`src/rtl/uart_pkg.sv`:
```
// uart_pkg: definitions shared by the UART receiver and transmitter.
// Holds the FSM state encoding, the baud divider rule and the sample points.
// No logic; only types, constants and a constant function.
package uart_pkg;

  // Frame FSM states (2-bit encoding shared with the TX side)
  typedef enum logic [1:0] {
    IDLE  = 2'd0,
    START = 2'd1,
    DATA  = 2'd2,
    STOP  = 2'd3
  } uart_state_t;

  // Ticks per bit; the tick counters below are sized for exactly this
  localparam int unsigned OVERSAMPLE_RATE = 16;

  // Tick index of the middle of the start bit, and of each later bit
  // (counted from the previous sample point, so one full bit later)
  localparam logic [3:0] SAMPLE_MID = 4'd7;
  localparam logic [3:0] SAMPLE_END = 4'd15;

  // Clocks per oversample tick, truncating
  function automatic int unsigned calc_div(input int unsigned clk_freq,
                                           input int unsigned baud);
    return clk_freq / (baud * OVERSAMPLE_RATE);
  endfunction

endpackage

```
`src/rtl/baud_tick_gen.sv`:
```
// baud_tick_gen: emits a one-clk tick every CLK_FREQ/(BAUD*16) clocks.
// Latency: first tick DIV clocks after clr drops; clr holds the phase at 0.
// Backpressure: none; free-running while clr is low.
module baud_tick_gen
  import uart_pkg::*;
#(
  parameter int unsigned CLK_FREQ = 100_000_000,
  parameter int unsigned BAUD     = 9600
) (
  input  logic clk,
  input  logic reset,
  input  logic clr,
  output logic tick
);

  localparam int unsigned DIV   = calc_div(CLK_FREQ, BAUD);
  localparam int unsigned CNT_W = (DIV > 1) ? $clog2(DIV) : 1;
  localparam logic [CNT_W-1:0] CNT_LAST = CNT_W'(DIV - 1);

  logic [CNT_W-1:0] r_cnt;

  // Divider counter: 0..DIV-1, forced to 0 while clr so ticks align to clr release
  always_ff @(posedge clk or negedge reset) begin
    if (!reset) begin
      r_cnt <= '0;
    end else if (clr || (r_cnt == CNT_LAST)) begin
      r_cnt <= '0;
    end else begin
      r_cnt <= r_cnt + CNT_W'(1);
    end
  end

  assign tick = !clr && (r_cnt == CNT_LAST);

endmodule

```
`src/rtl/uart_rx.sv`:
```
// uart_rx: 8N1 UART receiver, 16x oversampled, mid-bit sampling, LSB first.
// Latency: rx_done about 9.5 bit periods + 3 clk after the start-bit falling edge.
// Backpressure: none; no FIFO, the next good frame overwrites rx_data.
module uart_rx
  import uart_pkg::*;
#(
  parameter int unsigned CLK_FREQ   = 100_000_000,
  parameter int unsigned BAUD       = 9600,
  parameter int unsigned OVERSAMPLE = 16
) (
  input  logic       clk,
  input  logic       reset,
  input  logic       rx,
  output logic [7:0] rx_data,
  output logic       rx_done,
  output logic       rx_busy,
  output logic       frame_err
);

  // The tick/bit counters are hard-sized for 16 samples per bit
  if (OVERSAMPLE != OVERSAMPLE_RATE) begin : g_bad_oversample
    $error("uart_rx: only OVERSAMPLE=16 is supported");
  end

  logic        r_rx_meta;
  logic        r_rx_s;
  logic        r_rx_d;
  uart_state_t r_state;
  logic [3:0]  r_tick_cnt;
  logic [2:0]  r_bit_cnt;
  logic [7:0]  r_shift;
  logic [7:0]  r_data;
  logic        r_done;
  logic        r_busy;
  logic        r_ferr;

  logic        w_fall;
  logic        w_tick;
  logic        w_tick_clr;

  // Two-flop synchronizer plus a delay flop for edge detection; idle-high reset
  always_ff @(posedge clk or negedge reset) begin
    if (!reset) begin
      r_rx_meta <= 1'b1;
      r_rx_s    <= 1'b1;
      r_rx_d    <= 1'b1;
    end else begin
      r_rx_meta <= rx;
      r_rx_s    <= r_rx_meta;
      r_rx_d    <= r_rx_s;
    end
  end

  // Only a high-to-low transition starts a frame, so a held-low line never retriggers
  assign w_fall     = r_rx_d && !r_rx_s;
  assign w_tick_clr = (r_state == IDLE);

  baud_tick_gen #(
    .CLK_FREQ (CLK_FREQ),
    .BAUD     (BAUD)
  ) u_tick (
    .clk   (clk),
    .reset (reset),
    .clr   (w_tick_clr),
    .tick  (w_tick)
  );

  // Frame FSM: start-bit validation, data shift, stop check and registered outputs
  always_ff @(posedge clk or negedge reset) begin
    if (!reset) begin
      r_state    <= IDLE;
      r_tick_cnt <= '0;
      r_bit_cnt  <= '0;
      r_shift    <= '0;
      r_data     <= '0;
      r_done     <= 1'b0;
      r_busy     <= 1'b0;
      r_ferr     <= 1'b0;
    end else begin
      r_done <= 1'b0;
      case (r_state)
        IDLE: begin
          r_tick_cnt <= '0;
          r_bit_cnt  <= '0;
          if (w_fall) begin
            r_state <= START;
            r_busy  <= 1'b1;
          end
        end
        START: begin
          if (w_tick) begin
            if (r_tick_cnt == SAMPLE_MID) begin
              r_tick_cnt <= '0;
              if (!r_rx_s) begin
                r_ferr  <= 1'b0;
                r_state <= DATA;
              end else begin
                // Line went back high before mid start bit: glitch, drop it
                r_state <= IDLE;
                r_busy  <= 1'b0;
              end
            end else begin
              r_tick_cnt <= r_tick_cnt + 4'd1;
            end
          end
        end
        DATA: begin
          if (w_tick) begin
            r_tick_cnt <= r_tick_cnt + 4'd1;
            if (r_tick_cnt == SAMPLE_END) begin
              r_shift   <= {r_rx_s, r_shift[7:1]};
              r_bit_cnt <= r_bit_cnt + 3'd1;
              if (r_bit_cnt == 3'd7) begin
                r_state <= STOP;
              end
            end
          end
        end
        STOP: begin
          if (w_tick) begin
            r_tick_cnt <= r_tick_cnt + 4'd1;
            if (r_tick_cnt == SAMPLE_END) begin
              if (r_rx_s) begin
                r_data <= r_shift;
                r_done <= 1'b1;
              end else begin
                r_ferr <= 1'b1;
              end
              r_state <= IDLE;
              r_busy  <= 1'b0;
            end
          end
        end
        default: begin
          r_state <= IDLE;
          r_busy  <= 1'b0;
        end
      endcase
    end
  end

  assign rx_data   = r_data;
  assign rx_done   = r_done;
  assign rx_busy   = r_busy;
  assign frame_err = r_ferr;

endmodule

```
`config.mk`:
```
export PLATFORM = sky130hd
export DESIGN_NAME = uart_rx
export DESIGN_NICKNAME = d
export VERILOG_FILES = /design/src/rtl/uart_pkg.sv /design/src/rtl/baud_tick_gen.sv /design/src/rtl/uart_rx.sv
export SDC_FILE = /design/constraint.sdc
export NUM_CORES = 1
export LEC_CHECK = 0
export BUFFER_PORTS_ARGS = -buffer_cell sky130_fd_sc_hd__buf_4
export CAP_MARGIN = 20
export CELL_PAD_IN_SITES_DETAIL_PLACEMENT = 1
export CELL_PAD_IN_SITES_GLOBAL_PLACEMENT = 2
export CORE_MARGIN = 10
export CORE_UTILIZATION = 45
export CTS_BUF_LIST = sky130_fd_sc_hd__clkbuf_8
export DETAILED_ROUTE_END_ITERATION = 8
export HOLD_SLACK_MARGIN = 0.08
export PLACE_DENSITY = 0.93
export SLEW_MARGIN = 20
export SYNTH_ARGS = -nofsm -noshare
export SYNTH_HDL_FRONTEND = slang
export SYNTH_SLANG_ARGS = --single-unit
```
`constraint.sdc`:
```
create_clock -name clk -period 5.4 [get_ports clk]
set_clock_uncertainty 0.2 [all_clocks]
set_input_delay 0.54 -clock clk [delete_from_list [all_inputs] [get_ports clk]]
set_output_delay 0.54 -clock clk [all_outputs]
set_load 0.01 [all_outputs]
```
**Yosys cells after proc, flatten, opt, wreduce, memory -nomap -nowiden**

Cells that the tools add are included.

- Bits in registers: 41
- Bits of input ports: 3
- Output and inout bits: 11
- Logic and storage cells: 87

- Add/sub/neg operators: 3
- Equality and inequality tests: 19
- Mux-type cells: 36
- Reduce and logical (&&, ||, !) cells: 17

Operator list:

| operator | count |
|---|---|
| $mux W2 | 9 |
| $mux W1 | 16 |
| $ne A2 B2 Y1 const B | 8 |
| $reduce_and A7 Y1 | 2 |
| $mux W4 | 3 |
| $pmux W4 S3 | 1 |
| $add A10 B1 Y10 const B | 1 |
| $eq A10 B10 Y1 const B | 1 |
| $mux W10 | 1 |
| $ne A2 B1 Y1 const B | 4 |
| $pmux W2 S4 | 1 |
| $reduce_and A8 Y1 | 1 |
| $mux W3 | 2 |
| $pmux W3 S2 | 1 |
| $reduce_and A3 Y1 | 2 |
| $add A4 B1 Y4 const B | 1 |
| $eq A2 B2 Y1 const B | 2 |
| $eq A4 B3 Y1 const B | 1 |
| $eq A4 B4 Y1 const B | 1 |
| $reduce_and A4 Y1 | 1 |
| $reduce_bool A2 Y1 | 2 |
| $add A3 B1 Y3 const B | 1 |
| $eq A3 B3 Y1 const B | 1 |
| $pmux W1 S3 | 1 |
| 9 further kinds | 11 |

**Depth between registers and ports, before layout**

- Depth in word-level cells: 5
- Gate-level depth with buffers: 7

**Modules after synthesis**

Synthesis repeated with hierarchy kept, for this count alone.

- Cell total of the unflattened synthesis: 145
- Area, all modules: 1816.7 µm²

Modules (own cells, without submodules):

| module | times used | cells an instance | area each (µm²) | seq. area each (µm²) |
|---|---|---|---|---|
| uart_rx | 1 | 95 | 1308.8 | 779.5 |
| baud_tick_gen | 1 | 50 | 508.0 | 250.2 |

**Worst setup path before layout**

Ideal clock, no wire load.

- Path type: flip-flop to flip-flop
- Start: register u_tick.r_cnt[0]
- End: register r_data[0] (netlist: rx_data[0])
- Setup time: 0.125 ns
- Arrival: 1.696 ns
- Data required time: 5.075 ns
- Setup slack: 3.380 ns
- Stages on the path, launching flop included: 8
- Path buffers: 1
- Cell sequence: dfrtp_1 -> inv_1 -> ha_1 -> and3b_1 -> buf_4 -> nand3_4 -> nor3_4 -> mux2_2

- Cells in the longest elaborated chain, start to end: 3

RTL lines:

| element | RTL line | text |
|---|---|---|
| start: declaration | baud_tick_gen.sv:20 | `logic [CNT_W-1:0] r_cnt;` |
| start signal: assignment | baud_tick_gen.sv:29 | `r_cnt <= r_cnt + CNT_W'(1);` |
| $eq A10 B10 Y1 | baud_tick_gen.sv:33 | `assign tick = !clr && (r_cnt == CNT_LAST);` |
| $logic_and A1 B1 Y1 | baud_tick_gen.sv:33 |  |
| $reduce_and A4 Y1 (no source line) | n/a |  |
| end signal: assignment | uart_rx.sv:124 | `r_data <= r_shift;` |
| end: declaration | uart_rx.sv:32 | `logic [7:0] r_data;` |

No other way between the ends.
A chain may end at the register's enable or synchronous reset.

**Worst setup path after layout**

Same ends and word-level chain as after synthesis.

==> results.sh <==
export IMPL_synth_xor_area_share_pct=5.21
export IMPL_post_cts_repair_setup_buffers=0
export IMPL_dieArea_sq_um=7070
export IMPL_grt_util_met2_pct=18.9
export IMPL_leakage_nw=0.997
export IMPL_cts_buffers=5
export IMPL_crit_slowest_cell="nor3_4"
export IMPL_htree_levels=2
export IMPL_post_drt_wl_per_cell_um=17.2
export IMPL_first_global_vias=1386
export IMPL_antenna_left=0
export IMPL_final_cell_area_sq_um=2120
export IMPL_final_hold_viol_count=0
export IMPL_vias_per_cell=5.59
export IMPL_cp_cell_sequence="inv_1 > ha_1 > and3b_1 > nand3_4 > nor3_4 > mux2_2"
export IMPL_dpl_instance_area_sq_um=1990
export IMPL_place_congestion=0.840
export IMPL_power_switching_w=0.000192
export IMPL_cp_required_ns=5.38
export IMPL_wl_um=3810
export IMPL_grt_pass1_wl_um=6640
export IMPL_first_iter_violations=58
export IMPL_synth_warnings=0
export IMPL_fin_hold_ws_ns=0.151
export IMPL_synth_fp_nets=161
export IMPL_firstDrtPassIters=4
export IMPL_async_flop_share_pct=100
export IMPL_drv_cap=0
export IMPL_synthAdderAreaFrac_pct=3.39
export IMPL_final_setup_viol_count=0
export IMPL_worst_pin_slew_ns=0.680
export IMPL_hpwl_um=2830
export IMPL_busiest_layer="met2"
export IMPL_fin_util_pct=53.1
export IMPL_fp_dieH_um=84.1
export IMPL_clock_latency_ns=0.29
export IMPL_end_kind="flip-flop"
export IMPL_rsz0062_at_grt="no"
export IMPL_synthSimpleGateAreaFrac_pct=16.7
export IMPL_path_clk_slew_ns=0.08
export IMPL_min_delay_path_class="primary input to flip-flop"
export IMPL_layout_drive_gt1_share_pct=27.9
export IMPL_max_stage_delay_ns=0.45
export IMPL_grt_usage_pct=11.4
export IMPL_area_growth_pct=14.9
export IMPL_core_area_sq_um=4000
export IMPL_grt_max_degree=42
export IMPL_cts_root_buffer="clkbuf_8"
export IMPL_use_met3_pct=4.20
export IMPL_synth_compound_area_share_pct=5.69
export IMPL_p_sw_share_pct=26.9
export IMPL_slew_viol_final=0
export IMPL_vias=1240
export IMPL_ctsResizeCount=0
export IMPL_use_met1_pct=12.7
export IMPL_comb_power_share_pct=12.2
export IMPL_antenna_found_initial=0
export IMPL_fin_crit_ns=2.27
export IMPL_fmax_mhz=440
export IMPL_muxShareOfSynthArea_pct=11.7
export IMPL_clockBufferDepth=2
export IMPL_status="complete, no violations"
export IMPL_portBuffers=13
export IMPL_clkPwrFrac_pct=35.8
export IMPL_crit_type="flip-flop to flip-flop"
export IMPL_worstPathMaxFanout=9
export IMPL_critical_path_arrival_ns=2.25
export IMPL_fin_crit_sh_pct=42.1
export IMPL_ir_drop_mv=0.226
export IMPL_overflow=0
export IMPL_clkSinkCount=41
export IMPL_start_kind="flip-flop"
export IMPL_synth_distinct_cells=33
export IMPL_cts_tree="yes"
export IMPL_synth_area_sq_um=1850
export IMPL_synth_seq_cells=41
export IMPL_yosysSeqAreaShare_pct=55.7
export IMPL_drc=0
export IMPL_ios=14
export IMPL_rows=23
export IMPL_synth_top_family_by_area="simple AND/OR/NAND/NOR gates"
export IMPL_syn_area_per_cell_sq_um=12.1
export IMPL_fp_dieW_um=84.1
export IMPL_final_common_cell="dfrtp_1"
export IMPL_intPower_w=0.000523
export IMPL_max_slew_margin_rel_pct=54.3
export IMPL_postSynthCellCount=153
export IMPL_p_per_area_nw_per_um2=337
export IMPL_final_cell_mix="dfrtp_1 (38), mux2_2 (17), nor2_1 (13), buf_4 (13), nand2_1 (12)"
export IMPL_antenna_cells=0
export IMPL_nNetsFinal=179
export IMPL_setup_tns_ns=0
export IMPL_synth_top_flop_cell="dfrtp_1"
export IMPL_synth_edf_count=0
export IMPL_pwr_share_seq_pct=52.0
export IMPL_start_util_pct=46.2
sequential cells by signal (all words and copies together), names as in the netlist, 3 cells and up, named ones only:
| name | flops |
|---|---|
| u_tick.r_cnt | 10 |
| r_shift | 8 |
| rx_data | 8 |
| r_tick_cnt | 4 |
| r_bit_cnt | 3 |
through the flow:
stage	power (W)	std cells	worst slack, ns
2_1_floorplan	0.000437	153	3.38
3_3_place_gp	0.000458	213	3.27
3_5_place_dp	0.000466	213	3.16
4_1_cts	0.000727	222	3.13
5_1_grt	0.000760	222	3.01
6_report	0.000716	222	3.13
layer usage:
layer	up-vias	wire length (um)
met5	-	0
met4	0	89
met3	11	140
met2	15	1960
met1	640	1630
li1	574	-
logic make-up (layout without fill, tap and decap cells):
logic type,count (synthesis),in the layout
and+or+nand+nor,53,53
DFF,41,41
muxes,19,19
AOI/OAI and AO/OA,17,17
xor gates and xnor gates,11,11
buffers and inverters,7,26
adders and majority gates,5,5
power groups by stage:
| stage | combinational (W) | sequential, W | clock [W] |
|---|---|---|---|
| floorplan | 0.0000677 | 0.000369 | 0 |
| global placement | 0.0000818 | 0.000376 | 0 |
| detailed placement | 0.0000886 | 0.000378 | 0 |
| CTS | 0.0000891 | 0.000373 | 0.000265 |
| global route | 0.000102 | 0.000378 | 0.000280 |
| finish | 0.0000871 | 0.000372 | 0.000257 |
final cells by class:
type / count / area (sq um)
timing repair buffer: 14 / 108
clock inverter: 2 / 37.5
fill: 432 / 1880
multi-input combinational: 105 / 788
tap: 50 / 62.6
inverter: 4 / 15.0
sequential: 41 / 1030
clock buffer: 6 / 82.6
critical path: cells and delay by family (launching register included):
family	cells	cell delay (ns)
and+or+nand+nor	3	0.92
DFF	1	0.43
buffers and inverters	1	0.08
adders and majority gates	1	0.13
muxes	1	0.40
path summary, 6_finish.rpt:
path | start | endpoint | slack, ns | cells past startpoint
min in group asynchronous | reset | r_bit_cnt[2] | 0.56 | 2
setup / recovery | u_tick.r_cnt[0] | rx_data[0] | 3.13 | 6
hold / removal | rx | r_rx_meta | 0.15 | 1
setup reg to reg | u_tick.r_cnt[0] | rx_data[0] | 3.13 | 6
hold reg to reg | r_rx_meta | r_rx_s | 0.16 | 0
max in group asynchronous | reset | r_rx_meta | 4.08 | 2
Yosys cell counts, types with 3 or more instances:
master,count,area share [%]
dfstp_2,3,4.3
nand2_1,12,2.4
inv_1,4,0.81
ha_1,5,3.4
a21oi_1,6,1.6
xnor2_1,7,3.3
and3_1,3,1.0
mux2_2,17,10
nand3_1,9,2.4
nand4_1,3,1.0
nor3_1,3,0.81
o21ai_0,3,0.81
dfrtp_1,38,51
nor2_1,13,2.6
xor2_1,4,1.9
what timing repair did:
action                                  CTS  global route
endpoints found under the setup margin    0             0
endpoints found under the hold margin    38             0
hold buffers                              1             0
Note: power is estimated with default switching activity, not from simulation.
